### src/rtl/ext_mem_arbiter.sv
// Round-robin arbiter that lets the instruction fetch port (m0) and the data port (m1)
// share one single-port RAM, with pipelined tagged reads and an optional post-reset clear.
module ext_mem_arbiter #(
  parameter int ADDR_W         = 6,
  parameter int DATA_W         = 32,
  parameter int BE_W           = DATA_W / 8,
  parameter bit CLEAR_ON_RESET = 1'b0
) (
  input  logic              clk,
  input  logic              reset_n,
  input  logic [ADDR_W-1:0] m0_address,
  input  logic              m0_read,
  output logic              m0_waitrequest,
  output logic [DATA_W-1:0] m0_readdata,
  output logic              m0_readdatavalid,
  input  logic [ADDR_W-1:0] m1_address,
  input  logic              m1_read,
  input  logic              m1_write,
  input  logic [DATA_W-1:0] m1_writedata,
  input  logic [BE_W-1:0]   m1_byteenable,
  output logic              m1_waitrequest,
  output logic [DATA_W-1:0] m1_readdata,
  output logic              m1_readdatavalid,
  output logic [ADDR_W-1:0] mem_address,
  output logic              mem_chipselect,
  output logic              mem_write,
  output logic [DATA_W-1:0] mem_writedata,
  output logic [BE_W-1:0]   mem_byteenable,
  output logic              mem_clken,
  input  logic [DATA_W-1:0] mem_readdata
);

  typedef enum logic {
    ST_CLEAR,
    ST_ARB
  } state_t;

  localparam logic [ADDR_W-1:0] CLR_LAST = '1;

  state_t            state_reg, state_next;
  logic [ADDR_W-1:0] clr_cnt_reg, clr_cnt_next;
  logic              last_grant_reg, last_grant_next;
  logic              rd_valid_reg, rd_valid_next;
  logic              rd_tag_reg, rd_tag_next;
  logic              req0, req1;
  logic              grant0, grant1;

  assign req0 = m0_read;
  assign req1 = m1_read | m1_write;

  always_ff @(posedge clk or negedge reset_n) begin
    if (!reset_n) begin
      state_reg      <= CLEAR_ON_RESET ? ST_CLEAR : ST_ARB;
      clr_cnt_reg    <= '0;
      last_grant_reg <= 1'b1;
      rd_valid_reg   <= 1'b0;
      rd_tag_reg     <= 1'b0;
    end else begin
      state_reg      <= state_next;
      clr_cnt_reg    <= clr_cnt_next;
      last_grant_reg <= last_grant_next;
      rd_valid_reg   <= rd_valid_next;
      rd_tag_reg     <= rd_tag_next;
    end
  end

  always_comb begin
    state_next      = state_reg;
    clr_cnt_next    = clr_cnt_reg;
    last_grant_next = last_grant_reg;
    rd_valid_next   = 1'b0;
    rd_tag_next     = rd_tag_reg;
    grant0          = 1'b0;
    grant1          = 1'b0;
    mem_chipselect  = 1'b0;
    mem_write       = 1'b0;
    mem_address     = m0_address;
    mem_writedata   = '0;
    mem_byteenable  = '1;

    case (state_reg)
      ST_CLEAR: begin
        mem_chipselect = 1'b1;
        mem_write      = 1'b1;
        mem_address    = clr_cnt_reg;
        clr_cnt_next   = clr_cnt_reg + 1'b1;
        if (clr_cnt_reg == CLR_LAST) begin
          state_next = ST_ARB;
        end
      end
      ST_ARB: begin
        // On a tie the master that did not win last time goes first.
        if (req0 && (!req1 || last_grant_reg)) begin
          grant0 = 1'b1;
        end else if (req1) begin
          grant1 = 1'b1;
        end
        if (grant0 || grant1) begin
          last_grant_next = grant1;
        end
        mem_chipselect = grant0 | grant1;
        if (grant1) begin
          mem_address = m1_address;
          if (m1_write) begin
            mem_write      = 1'b1;
            mem_writedata  = m1_writedata;
            mem_byteenable = m1_byteenable;
          end
        end
        // A simultaneous read+write from m1 is served as a write only.
        rd_valid_next = grant0 | (grant1 & ~m1_write);
        if (rd_valid_next) begin
          rd_tag_next = grant1;
        end
      end
      default: begin
        state_next = ST_ARB;
      end
    endcase
  end

  assign m0_waitrequest   = req0 & ~grant0;
  assign m1_waitrequest   = req1 & ~grant1;
  assign m0_readdata      = mem_readdata;
  assign m1_readdata      = mem_readdata;
  assign m0_readdatavalid = rd_valid_reg & (rd_tag_reg == 1'b0);
  assign m1_readdatavalid = rd_valid_reg & (rd_tag_reg == 1'b1);
  assign mem_clken        = 1'b1;

  a_m1_rd_wr_exclusive: assert property (@(posedge clk) disable iff (!reset_n)
    !(m1_read && m1_write))
    else $warning("ext_mem_arbiter: m1_read and m1_write both high, served as write");

endmodule

### config.mk
export PLATFORM = sky130hd
export DESIGN_NAME = ext_mem_arbiter
export DESIGN_NICKNAME = d
export VERILOG_FILES = /design/src/rtl/ext_mem_arbiter.sv
export SDC_FILE = /design/constraint.sdc
export NUM_CORES = 1
export LEC_CHECK = 0
export ABC_AREA = 0
export BUFFER_PORTS_ARGS = -buffer_cell sky130_fd_sc_hd__buf_2
export CAP_MARGIN = 10
export CORE_AREA = 2 2 77 79
export DETAILED_ROUTE_END_ITERATION = 8
export DIE_AREA = 0 0 79 81
export PLACE_DENSITY = 0.7
export SLEW_MARGIN = 40
export SYNTH_ARGS = -nofsm -noshare
export SYNTH_HDL_FRONTEND = slang
export SYNTH_SLANG_ARGS = --single-unit
### constraint.sdc
create_clock -name clk -period 3.83 [get_ports clk]
set_input_delay 0.383 -clock clk [delete_from_list [all_inputs] [get_ports clk]]
set_output_delay 0.383 -clock clk [all_outputs]
set_load 0.05 [all_outputs]
==> results of run 1 <==
layer usage:
layer	wire length, µm	vias up	part of all wire [%]
met5	0	-	0
met4	95	0	2.5
met3	591	15	15
met2	1650	103	43
met1	1520	508	39
li1	-	545	-
power groups by stage:
stage | combinational, mW | sequential (mW) | clock, mW
finish | 0.0464 | 0.106 | 0.132
global route | 0.0512 | 0.106 | 0.140
CTS | 0.0470 | 0.106 | 0.135
detailed placement | 0.0465 | 0.108 | 0
global placement | 0.0470 | 0.108 | 0
floorplan | 0.195 | 0.108 | 0
worst paths after layout:
check	slack, ps	end	from	depth (start not counted)
setup / recovery	1420	mem_writedata[21]	state_reg	3
hold / removal	3	clr_cnt_reg[5]	reset_n	1
max in group asynchronous	3570	last_grant_reg	reset_n	1
hold reg to reg	510	clr_cnt_reg[2]	clr_cnt_reg[2]	1
min in group clk	450	rd_valid_reg	m1_read	3
setup reg to reg	2530	clr_cnt_reg[1]	state_reg	1
synthesized netlist by cell type, drive strengths merged, types with 2 or more instances:
cell type | number | share of area [%]
nor2b | 2 | 0.87
a21oi | 6 | 2.1
o21ai | 2 | 0.70
xnor2 | 5 | 3.0
nand3 | 2 | 0.70
dfrtp | 8 | 14
nand2b | 5 | 2.2
and2 | 35 | 19
mux2i | 5 | 3.5
buf | 71 | 38
nor2 | 8 | 2.1
dfstp | 2 | 3.6
and3 | 2 | 1.2
nand2 | 6 | 1.7
a31o | 2 | 1.2
kinds of logic (layout without fill, tap and decap cells):
family | Yosys count | after routing
xor gates and xnor gates | 5 | 5
buffers and inverters | 73 | 105
and+or+nand+nor | 62 | 62
AOI/OAI and AO/OA | 15 | 15
adders and majority gates | 1 | 1
DFF | 10 | 10
other | 1 | 1
muxes | 6 | 6
cell usage in the layout (no fill, tap or decap):
cell / count
a21boi_0: 1
a21oi_1: 6
a22o_1: 1
a311o_1: 1
a31o_2: 2
and2_1: 15
and2_4: 20
and3_1: 1
and3_4: 1
buf_2: 100
clkbuf_8: 4
conb_1: 1
dfrtp_1: 8
dfstp_2: 2
ha_1: 1
inv_1: 1
mux2_2: 1
mux2i_1: 5
nand2_1: 5
nand2_2: 1
nand2b_1: 5
nand3_1: 2
nand3b_1: 1
nand4_1: 1
nor2_1: 8
nor2b_1: 2
o21a_1: 1
o21ai_0: 2
o2bb2ai_2: 1
xnor2_1: 5
final cells by class:
type                            instances  area [µm²]
Inverter                                1        3.75
Tap cell                               75        93.8
Clock buffer                            4        55.1
Multi-Input combinational cell         90         637
Timing Repair Buffer                  100         500
Fill cell                             654        4130
Sequential cell                        10         253
through the flow:
| step | setup slack [ps] | power, mW |
|---|---|---|
| floorplan | 1710 | 0.303 |
| global placement | 1710 | 0.155 |
| detailed placement | 1670 | 0.154 |
| CTS | 1410 | 0.288 |
| global route | 1320 | 0.297 |
| finish | 1420 | 0.284 |
==> results.tsv, run 1 <==
metric	value	unit
clk root buf	clkbuf_8	
Num CTS Buffers	3	
clock buffer depth	2	
Worst-path clk slew	50	ps
# Post-CTS Setup Buffers	0	
post-synthesis compound-gate area fraction	7.38	%
1st-pass router iterations	3	
max reg flops	6	
Placed Area	1490	µm²
FP Rows	28	
Slowest-stage cell, CP	dfstp_2	
Arr. time, crit path	2030	ps
biggest cell delay along the critical path	790	ps
clock group share of total power	46.3	%
grt ovf	0	
CP max FO	36	
grt met2 use	16.1	%
setup TNS	0	ps
Resize count post-CTS	0	
gr busiest metal	met2	
Reg power frac	37.3	%
routability congestion estimate	0.779	
Worst Skew	1.00	ps
Int Power	0.220	mW
critical path cell sequence	and3_4 > and2_4 > buf_2	
final hold violations	0	
synth unique cells	32	
mux share of post-synthesis cell area	4.26	%
Layout area overhead	7.12	%
fin util	27.2	%
I/O pin total	198	
Top FF cell, synth	dfrtp_1	
Startpoint Class	flip-flop	
CTS tree	yes	
period utilization	62.9	%
via count	1171	
Switch Pwr	0.0638	mW
Mapped Area	1440	µm²
1st-iter DRT viols	25	
WL final	3860	µm
largest family of logic cells by synthesized area	buffers and inverters	
Gate power share	16.3	%
crit end category	output port	
sw frac	22.5	%
RSZ-0062 raised after global routing	false	
routed vias/inst	4.18	
Inserted Diodes	0	
Final nets	292	
die area	6400	µm²
Max-Cap Viols	0	
Critical Path RT	3450	ps
status	finished, final reports clean	
worst path bufs/invs	1	
post-route DRC violation count	0	
final cell count without fillers	280	
vias in the first global route	1110	
Post-Synth XOR/XNOR Area	3.04	%
Synth Area in Simple Gates	28.4	%
ys async rst share	100	%
#FFs+latches synth	10	
DP Cell Count	276	
layout cell share with drive strength beyond 1	64.4	%
IO Port Bufs	100	
DIE WIDTH	79	µm
clk sinks	10	
total leakage power	0.848	nW
critical path class	flip-flop to output port	
maximum VDD drop	119	µV
core area	5680	µm²
Post-DRT Antenna Nets	0	
Power Dens Cells	184	nW/µm²
worst skew pair latency	240	ps
sequential area share after synthesis	17.5	%
dpl hpwl	3170	µm
synth warn	0	
Synthesized Nets	259	
Die H	81	µm
antenna violations before repair	0	
H-tree depth	1	
Final min period	2410	ps
delay-heaviest family, CP	flip-flops	
largest net degree at the start of global routing	37	
gr usage total	11.0	%
first-pass GRT wire length	5410	µm
EDFF count, synth	0	
Mapped Cells	173	
GR Layer Usage met3	6.67	%
Synth Area per Inst	8.32	µm²
Peak Freq	0.415	GHz
HP Class	primary input to async pin	
GR Layer Usage met1	12.4	%
Min Hold Slack	2.97	ps
Synth Area in Adders	0.869	%
final setup fails	0	
Layout Cell Area excl Fill	1540	µm²
Max Slew Vio Count	0	
CTS Hold Bufs	0	
DR WL/cell	13.8	µm
effective utilization at floorplan	25.4	%
No activity file was read; power rests on OpenSTA's default activity.
==> run 2: changes to the inputs <==
- PLACE_DENSITY: 0.7 -> 0.73
- clock period: 3.83 -> 2 ns (I/O delays scaled with it)
==> results.tsv, run 2 (same netlist as run 1, synthesis figures left out) <==
metric	value	unit	change
via count	1177		+0.51%
clk root buf	clkbuf_8		
setup TNS	0	ps	unchanged
max reg flops	6		unchanged
Slowest-stage cell, CP	dfstp_2		
DIE WIDTH	79	µm	unchanged
Critical Path Source	state_reg		
clk sinks	10		unchanged
effective utilization at floorplan	25.4	%	unchanged
final setup fails	0		unchanged
DR WL/cell	14.3	µm	+3.5%
dpl hpwl	3370	µm	+6.3%
I/O pin total	198		unchanged
Critical Path RT	1800	ps	-1650 ps
Worst Skew	5.73	ps	+4.73 ps
final hold violations	0		unchanged
Num CTS Buffers	3		unchanged
routability congestion estimate	0.693		-11%
1st-pass router iterations	4		+1
gr usage total	11.5	%	+0.55 points
biggest cell delay along the critical path	550	ps	-240 ps
H-tree depth	1		unchanged
Arr. time, crit path	1690	ps	-340 ps
clock buffer depth	2		unchanged
delay-heaviest family, CP	flip-flops		
Inserted Diodes	0		unchanged
status	finished, final reports clean		
FP Rows	28		unchanged
Max-Cap Viols	0		unchanged
Max Slew Vio Count	0		unchanged
Reg2Reg Launch Point	state_reg		
Final nets	294		+0.68%
IO Port Bufs	100		unchanged
Final min period	1890	ps	
die area	6400	µm²	unchanged
critical path cell sequence	buf_4 > nor2b_1 > a311o_1 > buf_2		
CP max FO	23		-36%
Layout area overhead	7.65	%	
critical path class	flip-flop to output port		
largest net degree at the start of global routing	37		unchanged
commonest cells after routing, fill and taps aside	100 x buf_2, 20 x and2_4, 15 x and2_1		
RSZ-0062 raised after global routing	false		
post-route DRC violation count	0		unchanged
Startpoint Class	flip-flop		
hold path start	m1_read		
grt ovf	0		unchanged
total leakage power	0.852	nW	+0.43%
most common cell after layout, fill and taps aside	buf_2		
antenna violations before repair	0		unchanged
Post-DRT Antenna Nets	0		unchanged
worst skew pair latency	230	ps	about the same
Min Hold Slack	272	ps	+269 ps
Power Dens Cells	328	nW/µm²	+78%
HP Class	primary input to flip-flop		
crit end category	output port		
CTS tree	yes		
WL final	4020	µm	+4.3%
maximum VDD drop	255	µV	+110%
worst path bufs/invs	2		+1
period utilization	94.3	%	
Peak Freq	0.530	GHz	
layout cell share with drive strength beyond 1	63.8	%	-0.62 points
Worst-path clk slew	50	ps	about the same
vias in the first global route	1120		+0.90%
routed vias/inst	4.17		-0.20%
Die H	81	µm	unchanged
1st-iter DRT viols	15		-40%
first-pass GRT wire length	5630	µm	+4.1%
Layout fillers	647		-1.1%
core area	5680	µm²	unchanged
-- run 2: cell count changes in the layout (fill, tap and decap cells not counted), sizes merged --
cell         before  now
buf             100  101
dlygate4sd3       0    1
-- run 2: timing repair --
item                                   CTS  global route
setup buffers                            0             0
resized for setup                        0             0
hold buffers                             1             0
endpoints found under the hold margin    8             0
-- run 2: through the flow --
step                      util (%)  setup slack (ps)  instance area [µm²]  cells  power [mW]
after detailed placement      26.3               356                 1500    277       0.300
after global routing          27.3              8.62                 1550    282       0.539
after CTS                     27.3               100                 1550    282       0.522
final                         27.3               114                 1550    282       0.509
after floorplan                  -              59.4                 1440    173       0.580
after global placement        26.3               397                 1500    277       0.301
-- run 2: worst paths after layout --
check / slack, ps / depth (start not counted) / endpoint
max in group asynchronous: 1380 / 2 / state_reg
max reg2reg: 730 / 2 / clr_cnt_reg[1]
min in group asynchronous: 360 / 2 / clr_cnt_reg[5]
max: 110 / 4 / mem_address[2]
min reg2reg: 500 / 1 / clr_cnt_reg[2]
min: 270 / 3 / rd_valid_reg
-- run 2: cell type report --
class                      count  area (µm²)  area share, %
clock buffer                   4        45.0           2.91
tap                           75        93.8           6.05
inverter                       1        3.75          0.242
timing repair buffer         102         518           33.4
multi-input combinational     90         637           41.1
sequential                    10         253           16.3
-- run 2: power by group --
part / switching, mW / internal [mW]
Clock: 0.0730 / 0.139
Combinational: 0.0469 / 0.0471
Sequential: 0 / 0.203
Total: 0.120 / 0.389
-- run 2: per-layer routing --
metal	GRT usage (%)	part of all wire [%]	wire length, µm
met5	0	0	0
met4	4.48	2.2	90
met3	5.89	13	519
met2	20.3	51	2050
met1	11.6	34	1360
-- run 2: worst register-to-register path: cells and delay by family (launching register included) --
kind	cells	cell delay, ps
flops	1	550
mux	1	360
buf+inv	1	250
